[config.mk]
export PLATFORM = sky130hd
export DESIGN_NAME = awp_seq
export DESIGN_NICKNAME = d
export VERILOG_FILES = /design/src/rtl/awp_seq.sv
export SDC_FILE = /design/constraint.sdc
export NUM_CORES = 1
export LEC_CHECK = 0
export CAP_MARGIN = 20
export CELL_PAD_IN_SITES_DETAIL_PLACEMENT = 0
export CELL_PAD_IN_SITES_GLOBAL_PLACEMENT = 1
export CORE_ASPECT_RATIO = 1.2
export CORE_UTILIZATION = 37
export CTS_CLUSTER_SIZE = 12
export DETAILED_ROUTE_END_ITERATION = 8
export PLACE_DENSITY = 0.85
export SLEW_MARGIN = 5
export SYNTH_ARGS = -nofsm -noshare
export SYNTH_HDL_FRONTEND = slang
export SYNTH_SLANG_ARGS = --single-unit
[constraint.sdc]
create_clock -name __clk -period 2 [get_ports __clk]
set_input_delay 0.4 -clock __clk [delete_from_list [all_inputs] [get_ports __clk]]
set_output_delay 0.4 -clock __clk [all_outputs]
set_load 0.03 [all_outputs]
[src/rtl/awp_seq.sv]
// FPU micro-sequencer: operand load, memory read, execute, writeback, flag update, done; no backpressure, efp dropped while busy.
// Outputs are registered decodes of the next state, so each appears the edge after the causing input, with no input-to-output path.
module awp_seq (
    input  logic       __clk,
    input  logic       clm,
    input  logic       efp,
    input  logic [7:9] ir,
    input  logic       nrf,
    input  logic       ok,
    input  logic       alarm,
    input  logic       exe_done,
    input  logic       fault,
    output logic       rlp,
    output logic [0:1] lp,
    output logic       read,
    output logic       strob,
    output logic       wrr,
    output logic       ustr,
    output logic       ekc,
    output logic       busy,
    output logic       err
);
    typedef enum logic [2:0] {
        IDLE  = 3'd0,
        LOADR = 3'd1,
        MEMRD = 3'd2,
        EXEC  = 3'd3,
        STORE = 3'd4,
        FLAGS = 3'd5,
        DONE  = 3'd6
    } state_t;

    state_t     state_q, state_d;
    logic [1:0] cnt_q, cnt_d;
    logic [1:0] n_q, n_d;
    logic [1:0] k_q, k_d;
    logic       nrf_q, nrf_d;
    logic       err_q, err_d;
    logic [7:0] wd_q, wd_d;

    logic       rlp_q, read_q, strob_q, wrr_q, ustr_q, ekc_q, busy_q;
    logic [1:0] lp_q;
    logic       rlp_d, read_d, strob_d, wrr_d, ustr_d, ekc_d, busy_d;
    logic [1:0] lp_d;

    always_comb begin
        state_d = state_q;
        cnt_d   = cnt_q;
        n_d     = n_q;
        k_d     = k_q;
        nrf_d   = nrf_q;
        err_d   = err_q;
        wd_d    = wd_q;
        case (state_q)
            IDLE: begin
                if (efp) begin
                    nrf_d   = nrf;
                    if (nrf || ir[7])        n_d = 2'd3;
                    else if (ir < 3'd2)      n_d = 2'd2;
                    else                     n_d = 2'd1;
                    k_d     = (nrf || ir[7]) ? 2'd3 : 2'd2;
                    err_d   = 1'b0;
                    cnt_d   = 2'd0;
                    state_d = LOADR;
                end
            end
            LOADR: begin
                if (cnt_q == n_q - 2'd1) begin
                    cnt_d   = 2'd0;
                    wd_d    = 8'd0;
                    state_d = nrf_q ? EXEC : MEMRD;
                end else begin
                    cnt_d = cnt_q + 2'd1;
                end
            end
            MEMRD: begin
                // an abort outranks an acknowledge arriving on the same edge
                if (alarm) begin
                    err_d   = 1'b1;
                    state_d = DONE;
                end else if (ok) begin
                    if (cnt_q == n_q - 2'd1) begin
                        cnt_d   = 2'd0;
                        wd_d    = 8'd0;
                        state_d = EXEC;
                    end else begin
                        cnt_d = cnt_q + 2'd1;
                    end
                end
            end
            EXEC: begin
                if (exe_done) begin
                    cnt_d   = 2'd0;
                    state_d = fault ? FLAGS : STORE;
                end else if (wd_q == 8'hFF) begin
                    err_d   = 1'b1;
                    state_d = DONE;
                end else begin
                    wd_d = wd_q + 8'd1;
                end
            end
            STORE: begin
                if (cnt_q == k_q - 2'd1) begin
                    cnt_d   = 2'd0;
                    state_d = FLAGS;
                end else begin
                    cnt_d = cnt_q + 2'd1;
                end
            end
            FLAGS:   state_d = DONE;
            DONE:    state_d = IDLE;
            default: state_d = IDLE;
        endcase
    end

    // A single-operand load reads only r2; otherwise indices count up from r1.
    always_comb begin
        rlp_d   = 1'b0;
        lp_d    = 2'd0;
        read_d  = 1'b0;
        strob_d = 1'b0;
        wrr_d   = 1'b0;
        ustr_d  = 1'b0;
        ekc_d   = 1'b0;
        busy_d  = (state_d != IDLE);
        case (state_d)
            LOADR: begin
                rlp_d = 1'b1;
                lp_d  = (n_d == 2'd1) ? 2'd2 : cnt_d + 2'd1;
            end
            MEMRD:   read_d  = 1'b1;
            EXEC:    strob_d = (wd_d == 8'd0);
            STORE: begin
                wrr_d = 1'b1;
                lp_d  = cnt_d + 2'd1;
            end
            FLAGS:   ustr_d  = 1'b1;
            DONE:    ekc_d   = 1'b1;
            default: ;
        endcase
    end

    always_ff @(posedge __clk) begin
        if (clm) begin
            state_q <= IDLE;
            cnt_q   <= 2'd0;
            n_q     <= 2'd0;
            k_q     <= 2'd0;
            nrf_q   <= 1'b0;
            err_q   <= 1'b0;
            wd_q    <= 8'd0;
            rlp_q   <= 1'b0;
            lp_q    <= 2'd0;
            read_q  <= 1'b0;
            strob_q <= 1'b0;
            wrr_q   <= 1'b0;
            ustr_q  <= 1'b0;
            ekc_q   <= 1'b0;
            busy_q  <= 1'b0;
        end else begin
            state_q <= state_d;
            cnt_q   <= cnt_d;
            n_q     <= n_d;
            k_q     <= k_d;
            nrf_q   <= nrf_d;
            err_q   <= err_d;
            wd_q    <= wd_d;
            rlp_q   <= rlp_d;
            lp_q    <= lp_d;
            read_q  <= read_d;
            strob_q <= strob_d;
            wrr_q   <= wrr_d;
            ustr_q  <= ustr_d;
            ekc_q   <= ekc_d;
            busy_q  <= busy_d;
        end
    end

    assign rlp   = rlp_q;
    assign lp    = lp_q;
    assign read  = read_q;
    assign strob = strob_q;
    assign wrr   = wrr_q;
    assign ustr  = ustr_q;
    assign ekc   = ekc_q;
    assign busy  = busy_q;
    assign err   = err_q;
endmodule

# ---- Word level (Yosys, flattened, before mapping)
# Index checks and enable logic that the tools add are counted.
dict set report totals {
  input_bits 11
  register_bits 28
  out_inout_bits 10
  word_cells 90
}
dict set report op_classes {
  addsub 5
  magnitude_cmp 1
  bitwise_logic 1
  muxes 41
  n_eq_ne 19
  reduce_logical 8
}
# operator count
set ops {}
lappend ops {{8-bit two-way mux} 5}
lappend ops {{3-bit two-way mux} 8}
lappend ops {{8-bit one-hot mux with 3 select lines} 1}
lappend ops {{2-bit two-way mux} 11}
lappend ops {{3-bit one-hot mux with 6 select lines} 1}
lappend ops {{3-bit equality test, second input constant} 5}
lappend ops {{3-bit by 2-bit equality test with 1-bit output, second input constant} 4}
lappend ops {{1-bit two-way mux} 12}
lappend ops {{2-bit one-hot mux with 5 select lines} 1}
lappend ops {{8-bit by 1-bit adder with 8-bit output, second input constant} 1}
lappend ops {{8-bit equality test, second input constant} 1}
lappend ops {{8-bit zero test} 1}
lappend ops {{2-bit inequality test, second input constant} 4}
lappend ops {{3-bit by 1-bit equality test with 1-bit output, second input constant} 2}
lappend ops {{3-bit nonzero test} 2}
lappend ops {{5-bit AND reduction} 1}
lappend ops {{2-bit by 1-bit adder with 2-bit output, second input constant} 2}
lappend ops {{2-bit equality test} 2}
lappend ops {{2-bit one-hot mux with 2 select lines} 1}
lappend ops {{2-bit by 1-bit subtractor with 2-bit output, second input constant} 2}
lappend ops {{3-bit zero test} 1}
lappend ops {{3-bit by 2-bit < comparator with 1-bit output, second input constant} 1}
lappend ops {{1-bit one-hot mux with 3 select lines} 1}
lappend ops {{2-bit by 1-bit equality test with 1-bit output, second input constant} 1}
lappend ops {{4 further kinds} 4}

# ---- Depth between registers and ports, before layout
# Gate-level depths: netlist (run 1).
dict set report logic_depth {
  ltp_word 9
  ltp_mapped 8
  depth_no_buf 7
}

# ---- Least setup slack after synthesis (run 1)
# No wires, ideal clock.
dict set report synth_timing {
  path_kind {register -> register}
  start {register wd_q[0]}
  end {register lp_q[1], in the netlist lp[0]}
  setup_ns 0.117
  path_stages_with_launch 8
  t_arrival_ns 1.927
  synth_period_minus_slack_ns 2.045
  slack_ns -0.045
  cell_sequence {dfxtp_1 > ha_1 > and3_1 > a211o_1 > a31oi_1 > nor2_1 > and3_1 > a32o_1}
}
dict set report synth_between {
  elab_chain_cells 6
  elab_cells_between_ends 7
  classes_between {eq/ne: 3; mux: 4}
}
# item line_no
set synth_rtl {}
lappend synth_rtl {{start, declared} 39} ;# logic [7:0] wd_q, wd_d;
lappend synth_rtl {{start signal, assigned} 167} ;# wd_q <= wd_d;
lappend synth_rtl {{8-bit equality test (*)} 95} ;# end else if (wd_q == 8'hFF) begin
lappend synth_rtl {{3-bit two-way mux (*)} 95}
lappend synth_rtl {{3-bit two-way mux (*)} 92} ;# if (exe_done) begin
lappend synth_rtl {{3-bit one-hot mux with 6 select lines (*)} 54} ;# case (state_q)
lappend synth_rtl {{3-bit equality test or 3-bit by 1-bit equality test with 1-bit output (tied branches)} 126} ;# case (state_d)
lappend synth_rtl {{2-bit one-hot mux with 2 select lines (*)} 126}
lappend synth_rtl {{end signal, assigned} 169} ;# lp_q <= lp_d;
lappend synth_rtl {{end, declared} 42} ;# logic [1:0] lp_q;
# Mark *: on every way between the ends. The rest lies on a longest branch, timed or not.
# A chain may end at the register's enable or synchronous reset.

# ---- Worst setup path in the final report (run 1)
dict set report layout_timing {
  start {register wd_q[0]}
  end {register strob_q, in the netlist strob}
}
dict set report layout_between {
  elab_chain_cells 7
  elab_cells_between_ends 15
  classes_between {add/sub: 1; eq/ne: 2; mux: 9; bitwise: 1; reduce/logical: 2}
}
# item line_no
set layout_rtl {}
lappend layout_rtl {{branches (longest 7 deep; another with 8-bit by 1-bit adder with 8-bit output)} -}
lappend layout_rtl {{end signal, assigned} 171} ;# strob_q <= strob_d;
lappend layout_rtl {{end, declared} 41} ;# logic rlp_q, read_q, strob_q, wrr_q, ustr_q, ekc_q, busy_q;
# Several ways; the timed one is not identified.

==> results.md, run 1 <==
- Initial core utilization: 38.8%
- Synth Cell Area: between 1500 and 2000 µm²
- Layout Nets: ~280
- Nature of the critical path endpoint: flop
- Die height: 75.5 µm
- FF-to-FF End: strob
- TritonCTS clock tree: built
- Final Hold Vio Count: 0
- Crit share post-route: 97.7%
- Cells after Synth: roughly 200
- Total GRT Usage: 19.0%
- Peak supply drop: approximately 0.63 mV
- Worst-Skew Late Latency: 290 ps
- Initial antenna violation count: 0
- Worst hold path type: reg -> reg
- Layout area overhead: 44.0%
- Root buf cell: clkbuf_8
- Final instance area: 2400 µm²
- Post-CTS Hold Fix Bufs: 0
- Layout cell share with drive strength beyond 1: 30.3%
- Synth top area cells: dfxtp_1, nor2_1, nor2b_1
- Port Buf Inserts: 19
- Drt wl/cell: 13.8 µm
- Biggest area consumer among synthesized cells: dfxtp_1
- Clock sink count: 28
- Post-synthesis cell type count: 52
- WHS: 498 ps
- Least-Margin Pin Slew: 413 ps
- WS Path Type: reg -> reg
- Drt via density: about 5.2
- Pwr dens: 670 nW/µm²
- Syn_area_per_cell: 8.28 µm²
- CORE AREA: 4290 µm²
- Worst setup path start: wd_q[0]
- Clk_skew: 3.60 ps
- Maximum buffer depth of the clock tree: 2
- CP required: between 2000 and 2500 ps
- #FFs+latches synth: 28
- Syn. warnings: 0
- RePlAce Congestion: 0.844
- Worst r2r src: wd_q[0]
- Routed wire length: 4410 µm
- Status: completed
- Seq/Total Area, Yosys: 33.7%
- Slew Limit Fails: 0
- Fmax: 512 MHz
- Worst path arrival time: approximately 2200 ps
- DR iter-0 viols: 110
- Largest net degree at the start of global routing: 17
- Leak: 0.961 nW
- H-tree lvl count: 1
- # diodes: 0
- # Max-Cap Violations: 0
- EDFF count, synth: 0
- Dpl hpwl: 3340 µm
- Met3 usage: 3.29%
- Antenna viol nets, final: 0
- Critical Path End: strob
- Cell Rows: 26
- R2R depth: 7
- # IOs: 21
- Syn_nets: 213
- FILL cells: 408
- Slew HR: 72.4%
- Synth top area share: 33.7%
- Wire length of the first global-routing pass: roughly 7100 µm
- DRC Markers: 0
- TritonRoute pass-1 iters: 4
- Asr flop ratio synth: 0%
- CP Launch Type: flop
- Dpl cell area: 2260 µm²
- Overflow after GRT: 0
- Die X: 63.2 µm
- Tmin final: between 1500 and 2000 ps
- Final setup violating endpoints: 0
- Commonest register cell after synthesis: dfxtp_1
- Vias in the first global route: 1536
- RSZ-0062 raised after global routing: true
- Worst-path fanout max: 4
- CTS clk-pin slew, worst paths: around 100 ps
- Met2 Usage GRT: 34.5%
- Most Crowded Layer GR: met2
- Routing usage on met1: 23.5%
- DR vias: 1665
- Setup slack, reg-to-reg: about 46 ps
- TritonCTS Buffers: 3
- Die ar.: between 4000 and 5000 µm²
-- metal layers --
metal | up-vias | part of all wire (%)
met3 | 5 | 3.2
li1 | 865 | -
met2 | 30 | 50
met4 | 0 | 0.93
met5 | - | 0
met1 | 765 | 46
-- worst max-delay path: stages, from the launching register on --
cell and delay [ps]:
dfxtp_1 330, ha_1 200, and3_4 180, a211o_1 320, a311oi_2 290, a21boi_1 120
nor4_1 240, and4_1 220
-- stage by stage --
step                TNS (ps)  power [W]  setup slack [ps]  util (%)  cells
detailed placement     -1710    0.00112              -230      52.5    315
floorplan                  0   0.000911              46.7         -    201
CTS                        0    0.00159              20.4      54.2    319
global route           -62.1    0.00168             -42.0      55.8    320
global placement       -1650    0.00112              -208      52.5    315
finish                     0    0.00160              45.7      55.8    320
-- power breakdown --
group / internal (W) / leakage, nW / total (W) / switching, W
sequential: 0.000599 / 0.230 / 0.000635 / 0.0000361
combinational: 0.000256 / 0.695 / 0.000503 / 0.000247
clock: 0.000269 / 0.0357 / 0.000467 / 0.000198
-- state kept, by name, indices dropped and copies added (netlist names) --
register	cells
wd_q	8
strob	1
state_q	3
read	1
cnt_q	2
ustr	1
k_q	2
n_q	2
wrr	1
busy	1
ekc	1
rlp	1
err	1
nrf_q	1
lp	2
-- final cells by class --
type,instances,area (µm²),area share [%]
inverter,7,26.3,1.10
timing repair buffer,71,581,24.2
clock inverter,1,30.0,1.25
tap,56,70.1,2.92
sequential,28,566,23.6
multi-input combinational,154,1080,45.2
clock buffer,3,41.3,1.72
-- how the worst min path moves through the flow --
stage,startpoint,endpoint,slack [ps],cells past startpoint
2_1_floorplan,nrf_q,nrf_q,460,2
3_3_place_gp,k_q[1],k_q[1],480,2
3_5_place_dp,k_q[1],k_q[1],480,2
4_1_cts,err,err,500,2
5_1_grt,k_q[0],k_q[0],550,2
6_report,err,err,500,2
-- cells in the mapped netlist (2+ instances only) --
cell type  count
dfxtp_1       28
nor2_1        25
nor2b_1       13
nand2_1       11
a21oi_1       10
o21ai_0       10
nand3_1        7
and3_1         6
clkbuf_1       6
inv_1          6
nand3b_1       5
nor3_1         5
nor4_1         5
mux2i_1        4
o211ai_1       4
a211oi_1       3
a31oi_1        3
and3b_1        3
buf_2          3
nand2b_1       3
nand4_1        3
o211a_1        3
a211o_1        2
and4_1         2
o2111ai_1      2
o21a_1         2
o41ai_1        2
-- layout by cell type (no fill, tap or decap), drive strengths merged, types with 3 or more instances in the layout --
master | synthesis | final
nand2 | 11 | 11
nand2b | 3 | 3
clkdlybuf4s50 | 0 | 19
nand3 | 7 | 7
dfxtp | 28 | 28
o211ai | 4 | 4
nor4 | 6 | 6
and3 | 6 | 6
a21oi | 10 | 10
a211oi | 3 | 3
buf | 5 | 52
mux2i | 5 | 5
nand4 | 3 | 3
nor2b | 13 | 13
nor3 | 5 | 5
o21ai | 10 | 10
o211a | 3 | 3
inv | 7 | 7
and3b | 3 | 3
nand3b | 5 | 5
clkbuf | 7 | 3
a31oi | 3 | 3
nor2 | 25 | 25
-- cells by family after synthesis --
group / Yosys count / share of synthesized area, %
AO/OA/AOI/OAI: 51 / 22.1
XOR/XNOR: 3 / 2.71
adder cells (fa/ha/maj): 1 / 0.752
buffers and inverters: 19 / 5.04
flip-flops: 28 / 33.7
multiplexers: 6 / 4.44
AND/OR/NAND/NOR: 93 / 31.3
-- repair_timing --
action | 4_1_cts | 5_1_grt
gates resized for setup | 3 | 17
pin swaps | 1 | 4
cloned | 0 | 0
endpoints found under the setup margin | 5 | 11
setup buffers | 0 | 1
No activity file was read; power rests on OpenSTA's default activity.
==> run 2: changes to the inputs <==
--- a/config.mk
+++ b/config.mk
@@ -9,10 +9,12 @@
 export CELL_PAD_IN_SITES_DETAIL_PLACEMENT = 0
 export CELL_PAD_IN_SITES_GLOBAL_PLACEMENT = 1
 export CORE_ASPECT_RATIO = 1.2
+export CORE_MARGIN = 4
 export CORE_UTILIZATION = 37
 export CTS_CLUSTER_SIZE = 12
 export DETAILED_ROUTE_END_ITERATION = 8
 export PLACE_DENSITY = 0.85
+export SETUP_SLACK_MARGIN = 0.5
 export SLEW_MARGIN = 5
 export SYNTH_ARGS = -nofsm -noshare
 export SYNTH_HDL_FRONTEND = slang
==> run 2 against run 1 <==
Compared with the run above: register-to-register slack gained 20 ps; combinational power is 17% higher; critical path depth up 1; total power rose by 4.5%; clock skew rose by 4.6 ps; final cell count increased by 0.31%; largest power group unchanged.
==> results.md, run 2 (synthesis results as in run 1) <==
- Clk pwr share: 27.1% (-2.0 points)
- Die ar.: 5640 µm² (+18%)
- Drt wl/cell: 14.4 µm (+4.3%)
- CP Launch Type: primary input
- Cell Rows: 26 (unchanged)
- Post-CTS Hold Fix Bufs: 0 (unchanged)
- Routed wire length: 4610 µm (+4.6%)
- Slew HR: 78.2% (+5.9 points)
- Crit share post-route: 97.3% (-0.45 points)
- Worst-Skew Late Latency: 290 ps (about the same)
- Layout area overhead: 56.8%
- WS Path Type: in -> reg
- Initial core utilization: 38.8% (unchanged)
- Wire length of the first global-routing pass: 7560 µm (+6.4%)
- Maximum buffer depth of the clock tree: 2 (unchanged)
- Cell Int Power: 0.00117 W (+3.9%)
- # diodes: 0 (unchanged)
- Pwr dens: 643 nW/µm² (-4.0%)
- Fmax: 514 MHz (+0.46%)
- RePlAce Congestion: 0.866 (+2.6%)
- CTS clk-pin slew, worst paths: 100 ps (about the same)
- Most flop-heavy register: wd_q
- Port Buf Inserts: 19 (unchanged)
- Root buf cell: clkbuf_8
- Final Hold Vio Count: 0 (unchanged)
- Layout Nets: 278 (+0.36%)
- CORE AREA: 4290 µm² (unchanged)
- DR vias: 1718 (+3.2%)
- Most common cell after layout, fill and taps aside: buf_4
- Nature of the critical path endpoint: flop
- Dpl hpwl: 3370 µm (+0.79%)
- # IOs: 21 (unchanged)
- Status: completed
- Largest net degree at the start of global routing: 17 (unchanged)
- Die X: 69.2 µm (+9.5%)
- Final setup violating endpoints: 0 (unchanged)
- RSZ-0062 raised after global routing: true
- CP required: 2190 ps (-50 ps)
- TritonCTS Buffers: 3 (unchanged)
- Comb pwr share: 35.2% (+3.9 points)
- Antenna viol nets, final: 0 (unchanged)
- Worst path arrival time: 2130 ps (-60 ps)
- # Max-Cap Violations: 0 (unchanged)
- TritonCTS clock tree: built
- Die height: 81.5 µm (+8.0%)
- H-tree lvl count: 1 (unchanged)
- Clk_skew: 8.20 ps (+4.60 ps)
- Switching share of power: 30.4% (+0.38 points)
- P_sw: 0.000509 W (+5.8%)
- Layout cell share with drive strength beyond 1: 39.6% (+9.3 points)
- FILL cells: 384 (-5.9%)
- Slew Limit Fails: 0 (unchanged)
- Initial antenna violation count: 0 (unchanged)
- Worst hold path type: reg -> reg
- Drt via density: 5.35 (+2.9%)
- Overflow after GRT: 0 (unchanged)
- Total GRT Usage: 16.5% (-2.5 points)
- PnR worst setup slack: 54.6 ps (+8.96 ps)
- Vias in the first global route: 1701 (+11%)
- DR iter-0 viols: 108 (-1.8%)
- Max reg flops: 8 (unchanged)
- TritonRoute pass-1 iters: 6 (+2)
- Leak: 1.08 nW (+12%)
- Reg power frac: 37.7% (-1.9 points)
- Peak supply drop: 0.412 mV (-34%)
- Clock sink count: 28 (unchanged)
- Least-Margin Pin Slew: 322 ps (-90.8 ps)
- Worst-path fanout max: 4 (unchanged)
- Setup tns final: 0 ps (unchanged)
- Tmin final: 1950 ps (-8.96 ps)
- Most frequent cells in the layout: buf_4, nor2_1, dfxtp_1, nand2_1, dlygate4sd2_1
- Biggest regs: wd_q: 8 flops, state_q: 3 flops
- DRC Markers: 0 (unchanged)
- Setup WS pre-CTS: -200 ps (+29.9 ps)
-- run 2: changes by cell type in the layout (fill, tap and decap cells not counted), sizes merged --
| cell | delta |
|---|---|
| dlygate4sd2 | +11 |
| dlymetal6s2s | +2 |
| buf | +1 |
| clkdlybuf4s50 | -13 |
-- run 2: area by class of cell --
class / instances / area [µm²] / share of cell area, %
Multi-Input combinational cell: 154 / 1240 / 47.7
Tap cell: 56 / 70.1 / 2.69
Sequential cell: 28 / 578 / 22.2
Clock buffer: 3 / 41.3 / 1.58
Inverter: 7 / 26.3 / 1.01
Timing Repair Buffer: 72 / 619 / 23.7
Clock inverter: 1 / 30.0 / 1.15
-- run 2: path summary, 6_finish.rpt --
path              depth (start not counted)     from  slack [ps]  endpoint
hold reg to reg                           2      err         490       err
setup reg to reg                          7  wd_q[0]          70     strob
setup / recovery                          8       ok          50     lp[0]
hold / removal                            2      err         490       err
-- run 2: metal layers --
metal  share of wire [%]  up-vias  wire (µm)  global-route usage [%]
li1                    -      872          -                       -
met1                  45      811       2060                    19.2
met2                  51       27       2370                    30.5
met3                 2.2        8        100                    2.33
met4                 1.8        0         81                    6.64
met5                   0        -          0                       0
-- run 2: power groups by stage --
stage / sequential, W / clock [W] / combinational (W)
2_1_floorplan: 0.000665 / 0 / 0.000252
3_3_place_gp: 0.000640 / 0 / 0.000486
3_5_place_dp: 0.000641 / 0 / 0.000490
4_1_cts: 0.000630 / 0.000471 / 0.000557
5_1_grt: 0.000637 / 0.000480 / 0.000637
6_report: 0.000632 / 0.000454 / 0.000591
-- run 2: per-stage QoR --
step                hold WS (ps)  util (%)  power (W)  std cells  area, µm²
global placement             474      53.0    0.00113        311       2280
CTS                          495      58.4    0.00166        320       2510
detailed placement           480      53.0    0.00113        311       2280
finish                       492      60.8    0.00168        321       2610
floorplan                    461         -   0.000917        201       1710
global route                 514      60.8    0.00175        321       2610
-- run 2: worst max-delay path, stage by stage --
cell             delay [ps]
clkdlybuf4s50_1         540
nand3b_1                130
nor3_1                  220
nor2b_2                 250
nor4_4                   70
buf_4                   150
and3_1                  160
a32o_1                  210
-- run 2: timing repair --
item / 4_1_cts / 5_1_grt
pin swaps: 13 / 4
buffers inserted: 5 / 1
resized for setup: 42 / 20
endpoints found under the setup margin: 33 / 25
==> edit 1 (flow settings as in run 2) <==
Register the output `err` once more; this adds one clock of latency there. The other outputs are not delayed to match.
--- a/src/rtl/awp_seq.sv
+++ b/src/rtl/awp_seq.sv
@@ -184,6 +184,8 @@
     assign ustr  = ustr_q;
     assign ekc   = ekc_q;
     assign busy  = busy_q;
-    assign err   = err_q;
+    always_ff @(posedge __clk) begin
+        err <= err_q;
+    end
 endmodule
 
Behaviour: not the same (Yosys sat finds a counterexample within 4 cycles, from zero or initial values).
==> edit 1 against run 2 <==
Non-clock buffer count down 2. Setup slack improved by 0.11 ns. Synthesized area down 0.75%. Via count shrank 2.4%. Utilization fell by 0.73 points. Clock power increased by 11%. Largest cell class unchanged. Hold slack lost 0.13 ns. Register-to-register slack improved by 0.09 ns. Power grew 15%. Routed wire length fell by 0.82%. Sequential cell count grew 1. Cell area is 1.2% lower. Final cell count is the same. Critical endpoint is now lp[1].
==> edit 1: results (changes against run 2) <==
** Logic synthesis
- Number of distinct library cells after synthesis :: 56 (was 52)
- Top post-synthesis cells by count :: 29 x sky130_fd_sc_hd__dfxtp_1, 18 x sky130_fd_sc_hd__nor2_1, 16 x sky130_fd_sc_hd__a21oi_1 (was 28 x sky130_fd_sc_hd__dfxtp_1, 25 x sky130_fd_sc_hd__nor2_1, 13 x sky130_fd_sc_hd__nor2b_1)
- The adder-cell share of the synthesized area came to 0.00758 (was 0.00752).
- Multiplexer share of the synthesized area :: 0.0326 (was 0.0444)
- Top cells by area in the synthesized netlist :: sky130_fd_sc_hd__dfxtp_1 35%, sky130_fd_sc_hd__a21oi_1 4.8%, sky130_fd_sc_hd__nor2_1 4.1% (was sky130_fd_sc_hd__dfxtp_1 34%, sky130_fd_sc_hd__nor2_1 5.6%, sky130_fd_sc_hd__nor2b_1 4.9%)
- Sequential cell area fraction in the yosys report :: 0.352 (was 0.337)

** Clock network
- The number of H-tree branching levels was 2 (was 1).
- Resized Gates After CTS :: 46 (was 42)
- Buffers inserted by post-CTS timing repair :: 11 (was 5)
- Clock slew at the register clock pins of the worst setup and hold paths :: 0.07 ns (was 0.10 ns)
- Total clock buffers created by CTS :: 5 (was 3)

** Cells and area
- The share of post-route cells with drive strength above 1 is 0.449 (was 0.396).
- Fill cells :: 391 (was 384)
- The final-stage net count came to 276 (was 278).

** Global routing
- Maximum number of pins on one net before global-route repair :: 13 (was 17)
- Vias in the first global route :: 1584 (was 1701)
- The total routing resource utilization after global routing came to 0.177 (was 0.165).
- Global-route wire length before repair :: 7360 µm (was 7560 µm)

** Timing
- Clk_skew :: 0.00589 ns (was 0.00820 ns)

** Worst setup path
- The largest fanout of any net on the critical path came to 6 (was 4).
- Peak per-stage delay on the critical path :: 0.36 ns (was 0.54 ns)
- Delay-heaviest family, CP :: compound AO/OA/AOI/OAI gates (was simple AND/OR/NAND/NOR gates)
- The cell with the biggest individual delay on the critical path is sky130_fd_sc_hd__dfxtp_4 (was sky130_fd_sc_hd__clkdlybuf4s50_1).
- The signal arrival time at the worst endpoint came to 2.06 ns (was 2.13 ns).

** Power
- The net switching power came to 679 µW (was 509 µW).
- Share of total power in the clock network :: 0.261 (was 0.271)
- Leakage power of the design :: 0.00105 µW (was 0.00108 µW)
- The sequential power share was 0.356 (was 0.377).

** Drt
- Number of iterations in the first detailed-routing pass :: 4 (was 6)
- Violation count after the first detailed-route iteration :: 118 (was 108)
- Routed length per placed instance :: 14.2 µm (was 14.4 µm)

** Placed design
- The detailed placement HPWL was 3090 µm (was 3370 µm).
- The final weighted congestion in routability-driven placement is 0.850 (was 0.866).
- Placement-stage worst setup slack :: -0.396 ns (was -0.200 ns)

** Status
- Outcome: finished, final reports clean (unchanged).
==> edit 1: worst paths after layout <==
kind	from	end	slack (ns)	cells past startpoint
hold reg to reg	err_q	err	0.36	0
setup / recovery	wd_q[0]	lp[1]	0.16	7
setup reg to reg	wd_q[0]	lp[1]	0.16	7
hold / removal	err_q	err	0.36	0
==> edit 1: layer usage <==
layer	routed length [µm]	GRT usage
met2	2420	0.307
met5	0	0
met1	1950	0.199
met3	97	0.0456
met4	98	0.0799
==> edit 1: per-stage QoR <==
stage	instances	power [µW]	instance area (µm²)	hold WS [ns]
global route	321	2040	2580	0.367
finish	321	1930	2580	0.361
global placement	290	1260	2140	0.337
CTS	309	1850	2400	0.365
detailed placement	290	1260	2140	0.356
floorplan	198	1090	1750	0.331
==> edit 1: cell type report <==
class	instances	share of cell area
multi-input combinational	147	0.457
inverter	11	0.0160
clock inverter	3	0.00825
clock buffer	5	0.0267
tap	56	0.0272
sequential	29	0.237
timing repair buffer	70	0.228
==> edit 2 (config.mk and constraints of run 2) <==
Made on the original files. Encoding of `state_t`: now Gray code (3 bits for 7 states).
--- a/src/rtl/awp_seq.sv
+++ b/src/rtl/awp_seq.sv
@@ -21,13 +21,13 @@
     output logic       err
 );
     typedef enum logic [2:0] {
-        IDLE  = 3'd0,
-        LOADR = 3'd1,
-        MEMRD = 3'd2,
-        EXEC  = 3'd3,
-        STORE = 3'd4,
-        FLAGS = 3'd5,
-        DONE  = 3'd6
+        IDLE  = 3'b000,
+        LOADR = 3'b001,
+        MEMRD = 3'b011,
+        EXEC  = 3'b010,
+        STORE = 3'b110,
+        FLAGS = 3'b111,
+        DONE  = 3'b101
     } state_t;
 
     state_t     state_q, state_d;
Behaviour: same outputs for any inputs over 10 cycles, from zero or initial values; not proved beyond that.
==> edit 2 against run 2 <==
Setup slack better by 0.13 ns. Combinational power up 11%. Power up 3.0%. Utilization about the same. Sequential cell count unchanged. Routed wire length down 8.0%. Cell area down 6.8%. Synthesized area down 5.9%. Die area down 5.3%.
==> edit 2: results (changes against run 2) <==
** Status
- Outcome :: finished, final reports clean (unchanged)

** Min path
- Hold path endpoint :: nrf_q (was err)
- Source of the worst hold timing path :: nrf_q (was err)

** Placed design
- The detailed placement HPWL came to 2880 µm (was 3370 µm).
- Placed Instances :: 283 (was 311)
- The post-place instance area was 2090 µm² (was 2280 µm²).

** Logic synthesis
- The average footprint of a synthesized cell is 8.33 µm² (was 8.28 µm²).
- The fraction of synthesized cell area in xor and xnor cells was 0.0168 (was 0.0271).
- Synthesized-area fraction occupied by ao, oa, aoi and oai cells :: 0.177 (was 0.221)
- Top post-synthesis cells by count: 31 x sky130_fd_sc_hd__nor2_1, 28 x sky130_fd_sc_hd__dfxtp_1, 14 x sky130_fd_sc_hd__a21oi_1 (was 28 x sky130_fd_sc_hd__dfxtp_1, 25 x sky130_fd_sc_hd__nor2_1, 13 x sky130_fd_sc_hd__nor2b_1).
- Top cells by area in the synthesized netlist: sky130_fd_sc_hd__dfxtp_1 36%, sky130_fd_sc_hd__nor2_1 7.4%, sky130_fd_sc_hd__a21oi_1 4.5% (was sky130_fd_sc_hd__dfxtp_1 34%, sky130_fd_sc_hd__nor2_1 5.6%, sky130_fd_sc_hd__nor2b_1 4.9%).
- The register area share after synthesis is 0.358 (was 0.337).
- Multiplexer share of the synthesized area :: 0.0464 (was 0.0444)

** Drt
- The met2 wire length is 2330 µm (was 2370 µm).
- The number of DRC markers in iteration 0 is 84 (was 108).
- Average vias per placed instance :: 5.33 (was 5.35)
- The number of optimization iterations in the first detailed-route pass is 4 (was 6).
- The total wire length after detailed routing is 4240 µm (was 4610 µm).
- Routed met1 length :: 1680 µm (was 2060 µm)
- Routed length on met3 :: 152 µm (was 100 µm)

** Timing
- Slew Limit Headroom :: 0.781 (was 0.782)
- Max Clk Rate :: 0.550 GHz (was 0.514 GHz)
- The setup skew after layout came to 0.00918 ns (was 0.00820 ns).
- Final hold slack :: 0.527 ns (was 0.492 ns)

** Global routing
- Met1 global-route usage :: 0.199 (was 0.192)
- The total routing resource utilization after global routing is 0.158 (was 0.165).
- The first-pass GRT wire length came to 6680 µm (was 7560 µm).
- The via count of the first global-routing pass is 1464 (was 1701).
- M3 GR Usage :: 0.0184 (was 0.0233)

** Worst setup path
- Largest fanout on the critical path :: 12 (was 4)
- Worst Path Class, Setup :: flip-flop to flip-flop (was input port to flip-flop)
- The flop-to-flop setup slack came to 0.18 ns (was 0.07 ns).
- The signal arrival time at the worst endpoint came to 2.00 ns (was 2.13 ns).

** Cells and area
- The share of post-route cells with drive strength above 1 is 0.433 (was 0.396).
- Fill cells :: 376 (was 384)

** Power
- Leakage power of the design :: 0.00100 µW (was 0.00108 µW)
- The peak supply drop is 0.000322 V (was 0.000412 V).

** Clock network
- Buffers inserted by post-CTS timing repair :: 8 (was 5)
- Resized Gates After CTS :: 40 (was 42)
[edit 2: cell types whose count changed after synthesis, sizes merged, moves of 3 or more]
cell and delta:
or3 +3, nand2b +3, nor4 -4, nor2 +6, and3b -3, clkbuf -5, nand3b -4, a21oi +4
o211ai -3, o21ai -3, inv -5
[edit 2: critical path, stage by stage, from the launching register on]
cell	delay (ns)
sky130_fd_sc_hd__dfxtp_2	0.51
sky130_fd_sc_hd__nand2b_1	0.26
sky130_fd_sc_hd__o21ba_4	0.19
sky130_fd_sc_hd__or3_4	0.40
sky130_fd_sc_hd__and3_4	0.16
sky130_fd_sc_hd__o211a_1	0.19
[edit 2: final cells by class]
type	instances	area [µm²]	area share
inverter	2	7.51	0.00309
timing repair buffer	62	518	0.213
tap	54	67.6	0.0278
sequential	28	587	0.241
clock buffer	4	66.3	0.0273
multi-input combinational	149	1180	0.487
[edit 2: where the power goes]
group	switching, µW	leakage (µW)	internal [µW]
Combinational	309	0.000731	348
Clock	188	0.0000339	218
Sequential	55.7	0.000235	609
